**src/rtl/fp_add_arbiter_if.sv**
```systemverilog
// fp_add_arbiter_if: requester-side and adder-side signals of the shared
// floating-point adder arbiter. The slave modport is the arbiter's view;
// the master modport is the view of whatever surrounds it (requesters + adder).
interface fp_add_arbiter_if #(
    parameter int NREQ = 4
);
    // Requester side
    logic [NREQ-1:0]    Req;
    logic [NREQ*32-1:0] ReqA;
    logic [NREQ*32-1:0] ReqB;
    logic [NREQ-1:0]    Grant;
    logic [NREQ-1:0]    Done;
    logic [31:0]        RespResult;
    logic               RespZero;
    logic               RespInf;
    logic               RespNan;
    logic               Busy;
    logic               TimeoutErr;

    // Adder side
    logic [31:0]        AddendA;
    logic [31:0]        AddendB;
    logic               Go;
    logic [31:0]        Result;
    logic               Ready;
    logic               Zero;
    logic               Inf;
    logic               Nan;

    modport slave (
        input  Req, ReqA, ReqB, Result, Ready, Zero, Inf, Nan,
        output Grant, Done, RespResult, RespZero, RespInf, RespNan,
               Busy, TimeoutErr, AddendA, AddendB, Go
    );

    modport master (
        output Req, ReqA, ReqB, Result, Ready, Zero, Inf, Nan,
        input  Grant, Done, RespResult, RespZero, RespInf, RespNan,
               Busy, TimeoutErr, AddendA, AddendB, Go
    );
endinterface

```
**src/rtl/fp_add_arbiter.sv**
```systemverilog
// fp_add_arbiter: shares one floating-point adder among NREQ requesters.
// Round-robin pick in IDLE, one-cycle LAUNCH (Go + Grant), WAIT for the
// adder (first WAIT cycle ignores Ready), one-cycle RESP (Done + result).
// Optional watchdog: define FP_ARB_TIMEOUT_EN to abort a WAIT that lasts
// TIMEOUT cycles with a quiet-NaN response and a sticky TimeoutErr.
module fp_add_arbiter #(
    parameter int NREQ    = 4,
    parameter int TIMEOUT = 64
) (
    input  logic            Clock,
    input  logic            Reset,
    fp_add_arbiter_if.slave bus
);

    localparam int PW = (NREQ > 1) ? $clog2(NREQ) : 1;

    if (NREQ < 2 || NREQ > 8 || TIMEOUT < 2) begin : g_bad_config
        $error("fp_add_arbiter: NREQ must be 2..8 and TIMEOUT at least 2");
    end

    typedef enum logic [1:0] {
        IDLE   = 2'd0,
        LAUNCH = 2'd1,
        WAIT   = 2'd2,
        RESP   = 2'd3
    } state_t;

    state_t          state_r;
    state_t          state_next_s;

    logic [PW-1:0]   ptr_r;
    logic [PW-1:0]   win_r;
    logic [PW-1:0]   pick_s;
    logic            pick_valid_s;
    logic            blank_r;
    logic            ready_ok_s;
    logic            timeout_hit_s;

    logic            go_r;
    logic            busy_r;
    logic [NREQ-1:0] grant_r;
    logic [NREQ-1:0] done_r;
    logic            go_next_s;
    logic            busy_next_s;
    logic [NREQ-1:0] grant_next_s;
    logic [NREQ-1:0] done_next_s;

    logic [31:0]     addend_a_r;
    logic [31:0]     addend_b_r;
    logic [31:0]     resp_result_r;
    logic            resp_zero_r;
    logic            resp_inf_r;
    logic            resp_nan_r;
    logic            timeout_err_r;

    // (base + offset) mod NREQ for offsets in 0..NREQ-1
    function automatic logic [PW-1:0] rr_index(input logic [PW-1:0] base, input int offset);
        int sum;
        sum = int'(base) + offset;
        sum = (sum >= NREQ) ? (sum - NREQ) : sum;
        return PW'(sum);
    endfunction

    function automatic logic [NREQ-1:0] onehot(input logic [PW-1:0] idx);
        logic [NREQ-1:0] v;
        v      = {NREQ{1'b0}};
        v[idx] = 1'b1;
        return v;
    endfunction

    // Round-robin search: walk offsets high to low so the nearest requester above the pointer wins.
    always_comb begin
        pick_s       = ptr_r;
        pick_valid_s = 1'b0;
        for (int i = NREQ - 1; i >= 0; i--) begin
            if (bus.Req[rr_index(ptr_r, i)]) begin
                pick_s       = rr_index(ptr_r, i);
                pick_valid_s = 1'b1;
            end else begin
                pick_s       = pick_s;
                pick_valid_s = pick_valid_s;
            end
        end
    end

    // Ready only counts from the second WAIT cycle onward.
    assign ready_ok_s = (state_r == WAIT) && !blank_r && bus.Ready;

`ifdef FP_ARB_TIMEOUT_EN
    localparam int CW = $clog2(TIMEOUT + 1);
    logic [CW-1:0] wait_cnt_r;

    // Counter holds the number of WAIT cycles already spent; a same-cycle Ready beats the timeout.
    assign timeout_hit_s = (state_r == WAIT) && !ready_ok_s &&
                           (wait_cnt_r == CW'(TIMEOUT - 1));

    // WAIT-cycle counter, cleared whenever the FSM is not staying in WAIT.
    always_ff @(posedge Clock) begin
        if (Reset) begin
            wait_cnt_r <= {CW{1'b0}};
        end else if (state_r == WAIT && state_next_s == WAIT) begin
            wait_cnt_r <= wait_cnt_r + CW'(1'b1);
        end else begin
            wait_cnt_r <= {CW{1'b0}};
        end
    end
`else
    assign timeout_hit_s = 1'b0;
`endif

    // State register plus the registered control outputs derived from the next state.
    always_ff @(posedge Clock) begin
        if (Reset) begin
            state_r <= IDLE;
            go_r    <= 1'b0;
            busy_r  <= 1'b0;
            grant_r <= {NREQ{1'b0}};
            done_r  <= {NREQ{1'b0}};
            blank_r <= 1'b0;
        end else begin
            state_r <= state_next_s;
            go_r    <= go_next_s;
            busy_r  <= busy_next_s;
            grant_r <= grant_next_s;
            done_r  <= done_next_s;
            blank_r <= (state_r == LAUNCH);
        end
    end

    // Next-state logic.
    always_comb begin
        state_next_s = state_r;
        case (state_r)
            IDLE: begin
                if (pick_valid_s) begin
                    state_next_s = LAUNCH;
                end else begin
                    state_next_s = IDLE;
                end
            end
            LAUNCH: state_next_s = WAIT;
            WAIT: begin
                if (ready_ok_s || timeout_hit_s) begin
                    state_next_s = RESP;
                end else begin
                    state_next_s = WAIT;
                end
            end
            RESP:    state_next_s = IDLE;
            default: state_next_s = IDLE;
        endcase
    end

    // Output decode from the next state, registered by the state register block.
    always_comb begin
        go_next_s    = 1'b0;
        busy_next_s  = 1'b0;
        grant_next_s = {NREQ{1'b0}};
        done_next_s  = {NREQ{1'b0}};
        case (state_next_s)
            IDLE: begin
                busy_next_s = 1'b0;
            end
            LAUNCH: begin
                go_next_s    = 1'b1;
                busy_next_s  = 1'b1;
                grant_next_s = onehot(pick_s);
            end
            WAIT: begin
                busy_next_s = 1'b1;
            end
            RESP: begin
                busy_next_s = 1'b1;
                done_next_s = onehot(win_r);
            end
            default: begin
                busy_next_s = 1'b0;
            end
        endcase
    end

    // Datapath: capture winner operands in IDLE, capture adder response (or timeout NaN) leaving WAIT.
    always_ff @(posedge Clock) begin
        if (Reset) begin
            ptr_r         <= {PW{1'b0}};
            win_r         <= {PW{1'b0}};
            addend_a_r    <= 32'h0000_0000;
            addend_b_r    <= 32'h0000_0000;
            resp_result_r <= 32'h0000_0000;
            resp_zero_r   <= 1'b0;
            resp_inf_r    <= 1'b0;
            resp_nan_r    <= 1'b0;
            timeout_err_r <= 1'b0;
        end else begin
            if (state_r == IDLE && pick_valid_s) begin
                win_r      <= pick_s;
                ptr_r      <= rr_index(pick_s, 1);
                addend_a_r <= bus.ReqA[int'(pick_s) * 32 +: 32];
                addend_b_r <= bus.ReqB[int'(pick_s) * 32 +: 32];
            end
            if (ready_ok_s) begin
                resp_result_r <= bus.Result;
                resp_zero_r   <= bus.Zero;
                resp_inf_r    <= bus.Inf;
                resp_nan_r    <= bus.Nan;
            end else if (timeout_hit_s) begin
                resp_result_r <= 32'h7FC0_0000;
                resp_zero_r   <= 1'b0;
                resp_inf_r    <= 1'b0;
                resp_nan_r    <= 1'b1;
                timeout_err_r <= 1'b1;
            end
        end
    end

    assign bus.Go         = go_r;
    assign bus.Grant      = grant_r;
    assign bus.Done       = done_r;
    assign bus.Busy       = busy_r;
    assign bus.AddendA    = addend_a_r;
    assign bus.AddendB    = addend_b_r;
    assign bus.RespResult = resp_result_r;
    assign bus.RespZero   = resp_zero_r;
    assign bus.RespInf    = resp_inf_r;
    assign bus.RespNan    = resp_nan_r;
    assign bus.TimeoutErr = timeout_err_r;

endmodule

```
**src/flat_wrapper.sv**
```systemverilog
// flat-port wrapper written by rule: the top's interface ports become plain ports
module fp_add_arbiter_flat 
#(
    parameter int NREQ    = 4,
    parameter int TIMEOUT = 64
)
  (Clock, Reset, bus_Req, bus_ReqA, bus_ReqB, bus_Result, bus_Ready, bus_Zero, bus_Inf, bus_Nan, bus_Grant, bus_Done, bus_RespResult, bus_RespZero, bus_RespInf, bus_RespNan, bus_Busy, bus_TimeoutErr, bus_AddendA, bus_AddendB, bus_Go);
  fp_add_arbiter_if #(.NREQ(NREQ)) bus_i ();
  input  logic Clock;
  input  logic Reset;
  input wire logic [$bits(bus_i.Req)-1:0] bus_Req;
  input wire logic [$bits(bus_i.ReqA)-1:0] bus_ReqA;
  input wire logic [$bits(bus_i.ReqB)-1:0] bus_ReqB;
  input wire logic [$bits(bus_i.Result)-1:0] bus_Result;
  input wire logic [$bits(bus_i.Ready)-1:0] bus_Ready;
  input wire logic [$bits(bus_i.Zero)-1:0] bus_Zero;
  input wire logic [$bits(bus_i.Inf)-1:0] bus_Inf;
  input wire logic [$bits(bus_i.Nan)-1:0] bus_Nan;
  output wire logic [$bits(bus_i.Grant)-1:0] bus_Grant;
  output wire logic [$bits(bus_i.Done)-1:0] bus_Done;
  output wire logic [$bits(bus_i.RespResult)-1:0] bus_RespResult;
  output wire logic [$bits(bus_i.RespZero)-1:0] bus_RespZero;
  output wire logic [$bits(bus_i.RespInf)-1:0] bus_RespInf;
  output wire logic [$bits(bus_i.RespNan)-1:0] bus_RespNan;
  output wire logic [$bits(bus_i.Busy)-1:0] bus_Busy;
  output wire logic [$bits(bus_i.TimeoutErr)-1:0] bus_TimeoutErr;
  output wire logic [$bits(bus_i.AddendA)-1:0] bus_AddendA;
  output wire logic [$bits(bus_i.AddendB)-1:0] bus_AddendB;
  output wire logic [$bits(bus_i.Go)-1:0] bus_Go;
  assign bus_i.Req = bus_Req;
  assign bus_i.ReqA = bus_ReqA;
  assign bus_i.ReqB = bus_ReqB;
  assign bus_i.Result = bus_Result;
  assign bus_i.Ready = bus_Ready;
  assign bus_i.Zero = bus_Zero;
  assign bus_i.Inf = bus_Inf;
  assign bus_i.Nan = bus_Nan;
  assign bus_Grant = bus_i.Grant;
  assign bus_Done = bus_i.Done;
  assign bus_RespResult = bus_i.RespResult;
  assign bus_RespZero = bus_i.RespZero;
  assign bus_RespInf = bus_i.RespInf;
  assign bus_RespNan = bus_i.RespNan;
  assign bus_Busy = bus_i.Busy;
  assign bus_TimeoutErr = bus_i.TimeoutErr;
  assign bus_AddendA = bus_i.AddendA;
  assign bus_AddendB = bus_i.AddendB;
  assign bus_Go = bus_i.Go;
  fp_add_arbiter #(.NREQ(NREQ), .TIMEOUT(TIMEOUT)) u_core (.Clock(Clock), .Reset(Reset), .bus(bus_i));
endmodule
```
**config.mk**
```make
export PLATFORM = sky130hd
export DESIGN_NAME = fp_add_arbiter_flat
export DESIGN_NICKNAME = d
export VERILOG_FILES = /design/src/rtl/fp_add_arbiter_if.sv /design/src/rtl/fp_add_arbiter.sv /design/src/flat_wrapper.sv
export SDC_FILE = /design/constraint.sdc
export NUM_CORES = 1
export LEC_CHECK = 0
export BUFFER_PORTS_ARGS = -buffer_cell sky130_fd_sc_hd__clkbuf_2
export CAP_MARGIN = 20
export CORE_AREA = 2 2 157 159
export CTS_BUF_LIST = sky130_fd_sc_hd__clkbuf_8
export DETAILED_ROUTE_END_ITERATION = 8
export DIE_AREA = 0 0 159 161
export PLACE_DENSITY = 0.54
export SLEW_MARGIN = 25
export SYNTH_ARGS = -nofsm -noshare
export SYNTH_HDL_FRONTEND = slang
export SYNTH_SLANG_ARGS = --single-unit
export TNS_END_PERCENT = 5
```
**constraint.sdc**
```tcl
create_clock -name Clock -period 1.8 [get_ports Clock]
set_clock_uncertainty 0.05 [all_clocks]
set_input_delay 0.18 -clock Clock [delete_from_list [all_inputs] [get_ports Clock]]
set_output_delay 0.18 -clock Clock [all_outputs]
set_load 0.01 [all_outputs]
```
# == After elaboration in Yosys (flattened, before gate mapping) ==
# Index checks and enable logic that the tools add are counted.
# word_totals
reg_bits,116
elab_cells,87
in_bits,298
out_inout_bits,110
# op_classes
muxes,30
eq_ne,6
addsub,9
shift,2
bitwise_logic,2
n_lt_le_gt_ge,13
reduce_logical,11
# op_table
operator,count
128-bit by 8-bit variable part select with 32-bit output,2
2-bit by 3-bit < comparator with 1-bit output (second input constant),6
2-bit 2-to-1 mux,9
1-bit 2-to-1 mux,13
3-bit >= comparator (second input constant),4
2-bit by 1-bit subtractor with 2-bit output (second input constant),5
1-bit binary-select mux with 2-bit select,4
2-bit equality test (second input constant),4
2-bit one-hot mux with 4 select lines,1
2-bit by 1-bit adder with 3-bit output (second input constant),2
2-bit by 2-bit adder with 3-bit output (second input constant),2
1-bit logical AND,5
1-bit demux with 2-bit select,2
2-bit by 1-bit equality test with 1-bit output (second input constant),2
2-bit by 1-bit >= comparator with 1-bit output (second input constant),2
2-bit zero test,2
2-bit OR reduction,2
2-bit by 3-bit >= comparator with 1-bit output (second input constant),1
3-bit OR reduction,1
1-bit inverter,2
1-bit one-hot mux with 2 select lines,1
1-bit zero test,1

# == Depth between registers and ports, before layout ==
# depth
ltp_word,14
mapped_depth,9
ltp_nobuf,7

# == Worst setup path before layout ==
# OpenSTA, ideal clock, no wires.
# synth_timing
kind,register -> register
from,register u_core.ptr_r[0]
to,register u_core.grant_r[0] (netlist: u_core.bus.Grant[0])
setup_ns,0.115
slack_ns,0.079
arrival_ns,1.556
required_ns,1.635
path_buffers,3
period_less_slack_ns,1.721
stages_incl_launch_ff,10
path_cell_list,dfxtp_1 -> nor2b_1 -> a21o_1 -> a221oi_2 -> buf_4 -> buf_12 -> buf_8 -> inv_1 -> ha_1 -> and2_1
# synth_between
word_cells_on_any_way,41
classes_between,add/sub: 7; order compare: 6; eq/ne: 1; mux: 24; bitwise: 1; reduce/logical: 2
# synth_rtl
element,line,source
"start, declared",fp_add_arbiter.sv:31,logic [PW-1:0] ptr_r;
"start signal, assigned",fp_add_arbiter.sv:185,ptr_r <= {PW{1'b0}};
"start signal, assigned",fp_add_arbiter.sv:197,"ptr_r <= rr_index(pick_s, 1);"
2-bit by 2-bit adder with 3-bit output,fp_add_arbiter.sv:59,sum = int'(base) + offset;
3-bit >= comparator / 2-bit by 1-bit subtractor with 2-bit output (equally long branches),fp_add_arbiter.sv:60,sum = (sum >= NREQ) ? (sum - NREQ) : sum;
2-bit 2-to-1 mux,fp_add_arbiter.sv:60,
1-bit binary-select mux with 2-bit select,fp_add_arbiter.sv:76,"if (bus.Req[rr_index(ptr_r, i)]) begin"
1-bit 2-to-1 mux (implied by the code),fp_add_arbiter.sv:76,
2-bit 2-to-1 mux (3 in series),fp_add_arbiter.sv:76,
2-bit 2-to-1 mux *,fp_add_arbiter.sv:76,
net u_core.pick_s[0],fp_add_arbiter.sv:33,logic [PW-1:0] pick_s;
2-bit by 3-bit < comparator with 1-bit output (implied by the code) / 2-bit by 1-bit >= comparator with 1-bit output (equally long branches),fp_add_arbiter.sv:67,v[idx] = 1'b1;
1-bit logical AND (implied by the code),fp_add_arbiter.sv:67,
1-bit 2-to-1 mux (implied by the code),fp_add_arbiter.sv:67,
1-bit demux with 2-bit select *,--,
"end signal, assigned",fp_add_arbiter.sv:117,grant_r <= {NREQ{1'b0}};
"end signal, assigned",fp_add_arbiter.sv:124,grant_r <= grant_next_s;
"end, declared",fp_add_arbiter.sv:41,logic [NREQ-1:0] grant_r;
# Mark *: on every way through the listed nets, which the timed path passes. The rest lies on a longest branch. The select of a mux whose other input is x is not followed.
# A chain may end at the register's enable or synchronous reset.

# == Worst setup path in the final report ==
# layout_timing
from,register u_core.ptr_r[0]
to,register u_core.addend_b_r[29] (netlist: u_core.bus.AddendB[29])
# layout_between
elab_chain_cells,10
word_cells_on_any_way,33
classes_between,add/sub: 7; order compare: 4; shift: 1; mux: 20; reduce/logical: 1
# layout_lines
element,line,source
2-bit by 2-bit adder with 3-bit output,fp_add_arbiter.sv:59,
3-bit >= comparator / 2-bit by 1-bit subtractor with 2-bit output (equally long branches),fp_add_arbiter.sv:60,
2-bit 2-to-1 mux,fp_add_arbiter.sv:60,
1-bit binary-select mux with 2-bit select,fp_add_arbiter.sv:76,
1-bit 2-to-1 mux (implied by the code),fp_add_arbiter.sv:76,
2-bit 2-to-1 mux / 1-bit 2-to-1 mux (equally long branches) (4 in series),fp_add_arbiter.sv:76,
128-bit by 8-bit variable part select with 32-bit output / 1-bit logical AND (equally long branches),"fp_add_arbiter.sv:199, fp_add_arbiter.sv:195",
"end signal, assigned",fp_add_arbiter.sv:199,addend_b_r <= bus.ReqB[int'(pick_s) * 32 +: 32];
"end, declared",fp_add_arbiter.sv:49,logic [31:0] addend_b_r;
# Parallel ways exist; a longest one is shown, timed or not. The select of a mux whose other input is x is not followed.

==> impl_metrics.json <==
{
  "place.gp.congestion": 0.776,
  "antenna_found_initial": 3,
  "outcome": "complete, but fails checks",
  "ys_seq_elements": 116,
  "rsz0062_at_grt": "true",
  "synth_top_area_share_pct": 41.5,
  "wl_per_cell_um": 16.2,
  "grt_first_pass_wirelength_um": 40000,
  "die_area_um2": 25600,
  "fmax_ghz": 0.522,
  "gr-total-overflow": 0,
  "ant_nets": 0,
  "p_per_area_nw_per_um2": 960,
  "core_area_um2": 24000,
  "hold_path_depth": 3,
  "start_util_pct": 23.4,
  "grt_util_all_layers_pct": 19.5,
  "worstSetupEndpointType": "flop",
  "synth_cell_type_count": 32,
  "dp_slack_ps": -204,
  "final_nets": 1555,
  "clk_pin_slew_worst_paths_ps": 90,
  "clk_latency_ps": 440,
  "syn2layout_area_growth_pct": 100,
  "clock-sinks": 116,
  "fin_crit_sh_pct": 106,
  "multi_input_area_um2": 3050,
  "drt_wl_total_um": 25700,
  "synth_ff_type": "dfxtp_1",
  "yosysMostFrequentCell": "nand2_1",
  "cp_data_arrival_time_ps": 2190,
  "holdPathEnd": "u_core.bus.AddendB[18]",
  "final_util_pct": 46.7,
  "die_x_um": 159,
  "yosysTopAreaCell": "dfxtp_1",
  "num_io_pins": 408,
  "power_mw": 10.8,
  "postSynthAreaPerCell_um2": 9.52,
  "avgViaCountPerCell": 4.56,
  "drt_pre_antenna_iters": 5,
  "ys_seq_area_share_pct": 41.5,
  "r2r_cells": 8,
  "cts_root_buffer": "clkbuf_8",
  "crit_path_start_kind": "flop",
  "yosys_warnings": 0,
  "numCtsBuffers": 17,
  "grt_start_max_net_pins": 48,
  "drc": 0,
  "finalSetupViolations": 35,
  "layout-drive-gt1-share_pct": 40.4,
  "hold_viol": 0,
  "min_path_type": "input port to flop",
  "num_rows": 57,
  "fp.dieH_um": 161,
  "clockBufferDepth": 2,
  "hold_slack_ps": 23.3,
  "htreeDepth": 4,
  "timing.final.ws_setup_ps": -116,
  "violations": "setup timing",
  "crit_required_ps": 2070,
  "grt_pass1_vias": 7728,
  "drtIter0Drc": 531,
  "synth_nets": 894,
  "synth_edf_count": 0,
  "slew_violations": 0,
  "vias": 7248,
  "rr_endpoint": "u_core.bus.AddendB[29]",
  "power_leakage_nw": 5.28,
  "irDropWorstVdd_uv": 416,
  "async_flop_share_pct": 0,
  "ff_latch_area_um2": 2330,
  "syn_area_um2": 5600,
  "period_minus_slack_ps": 1920,
  "dp_hpwl_um": 15800,
  "r2r-start": "u_core.ptr_r[0]",
  "synthTopCellsByCount": "nand2_1 (142), mux2i_1 (128), dfxtp_1 (116), o221ai_1 (64), a21oi_1 (39)",
  "path_class": "flop to flop",
  "fillers": 2240,
  "port_buffers": 406,
  "crit_fanout": 8,
  "hold_start": "bus_ReqB[50]",
  "finalSetupTns_ps": -1040,
  "rrSetupSlack_ps": -120,
  "syn_inst": 588,
  "drv_cap": 0,
  "yosys-top-cells-area": "dfxtp_1 (41%), mux2i_1 (23%), o221ai_1 (10%), nand2_1 (9.5%), a21oi_1 (3.5%)",
  "cts_tree": "yes"
}
-- metal layers --
metal / vias to the layer above / wire length (um) / track usage (%)
met3: 90 / 1810 / 5.47
met4: 0 / 1150 / 11.3
met2: 371 / 12700 / 33.3
li1: 3458 / - / -
met5: - / 0 / 0
met1: 3329 / 10100 / 22.0
-- where the power goes --
group	internal, mW	switching, mW
sequential	3.12	0.308
combinational	2.48	2.27
clock	1.19	1.39
-- critical path, cell delays in order (launching register included) --
cell and delay, ps:
dfxtp_4 370, nor2b_2 40, a21o_1 170, a221oi_4 310
buf_12 200, buf_8 120, buf_6 120, mux2i_2 280
o221ai_2 130
-- layout by cell type, fill, tap and decap left out, drive strengths merged --
master,netlist,layout
nand4b,1,1
nand2,143,143
inv,6,18
a21boi,1,1
conb,1,1
and2,4,4
or2,1,1
o41ai,2,2
a211oi,1,1
clkinvlp,0,1
nand3b,2,2
buf,21,42
nor2b,5,5
or3,1,1
dfxtp,116,116
nor3,2,2
o21ai,2,2
clkbuf,24,424
a221oi,1,1
bufinv,0,1
ha,8,8
diode,0,3
a21oi,39,39
dlygate4sd3,0,238
o221ai,64,64
clkinv,0,1
a21o,1,1
mux2i,128,128
nand3,2,2
nor2,10,10
nand2b,2,2
-- metrics by stage --
step | cells | cell area [um2]
after global placement | 1308 | 8130
after floorplan | 588 | 5600
after CTS | 1585 | 11100
after global routing | 1589 | 11200
final | 1589 | 11200
after detailed placement | 1308 | 8130
-- cell families (layout without fill, tap and decap cells) --
logic type	count (synthesis)	count (layout)	share of synthesized area, %
fa+ha+maj	8	8	1.79
mux	128	128	22.9
simple gates	173	173	12.5
other cells	1	4	0.0670
compound gates	111	111	14.7
flops	116	116	41.5
buf+inv	51	725	6.55
-- repair_timing --
action                     CTS  global route
buffers inserted             5             2
pin swaps                   11             9
resized for setup           17            21
cloned                       2             1
hold endpoints to repair    96             0
setup endpoints to repair   64            67
hold buffers               238             0
-- how the worst max path moves through the flow --
stage                          from                      to  slack, ps
global placement         bus_Req[2]  u_core.bus.AddendA[24]       -160
global route        u_core.ptr_r[0]  u_core.bus.AddendB[29]       -190
detailed placement       bus_Req[2]  u_core.bus.AddendA[24]       -200
floorplan           u_core.ptr_r[0]     u_core.bus.Grant[0]         80
CTS                 u_core.ptr_r[0]  u_core.bus.AddendB[11]        -80
finish              u_core.ptr_r[0]  u_core.bus.AddendB[29]       -120
-- sequential cells by signal, indices dropped and copies added, names as in the netlist --
signal                 flops
u_core.bus.AddendA        32
u_core.bus.AddendB        32
u_core.bus.RespResult     32
u_core.bus.Done            4
u_core.bus.Grant           4
u_core.ptr_r               2
u_core.state_r             2
u_core.win_r               2
u_core.blank_r             1
u_core.bus.Busy            1
u_core.bus.Go              1
u_core.bus.RespInf         1
u_core.bus.RespNan         1
u_core.bus.RespZero        1
-- layout make-up --
type                       instances  share of cell area, %
timing repair buffer             687                   44.5
multi-input combinational        421                   27.2
sequential                       116                   20.8
tap                              324                   3.62
clock buffer                      17                   2.09
clock inverter                    15                   1.55
inverter                           6                  0.201
antenna                            3                 0.0670
Note: power is estimated with default switching activity, not from simulation.
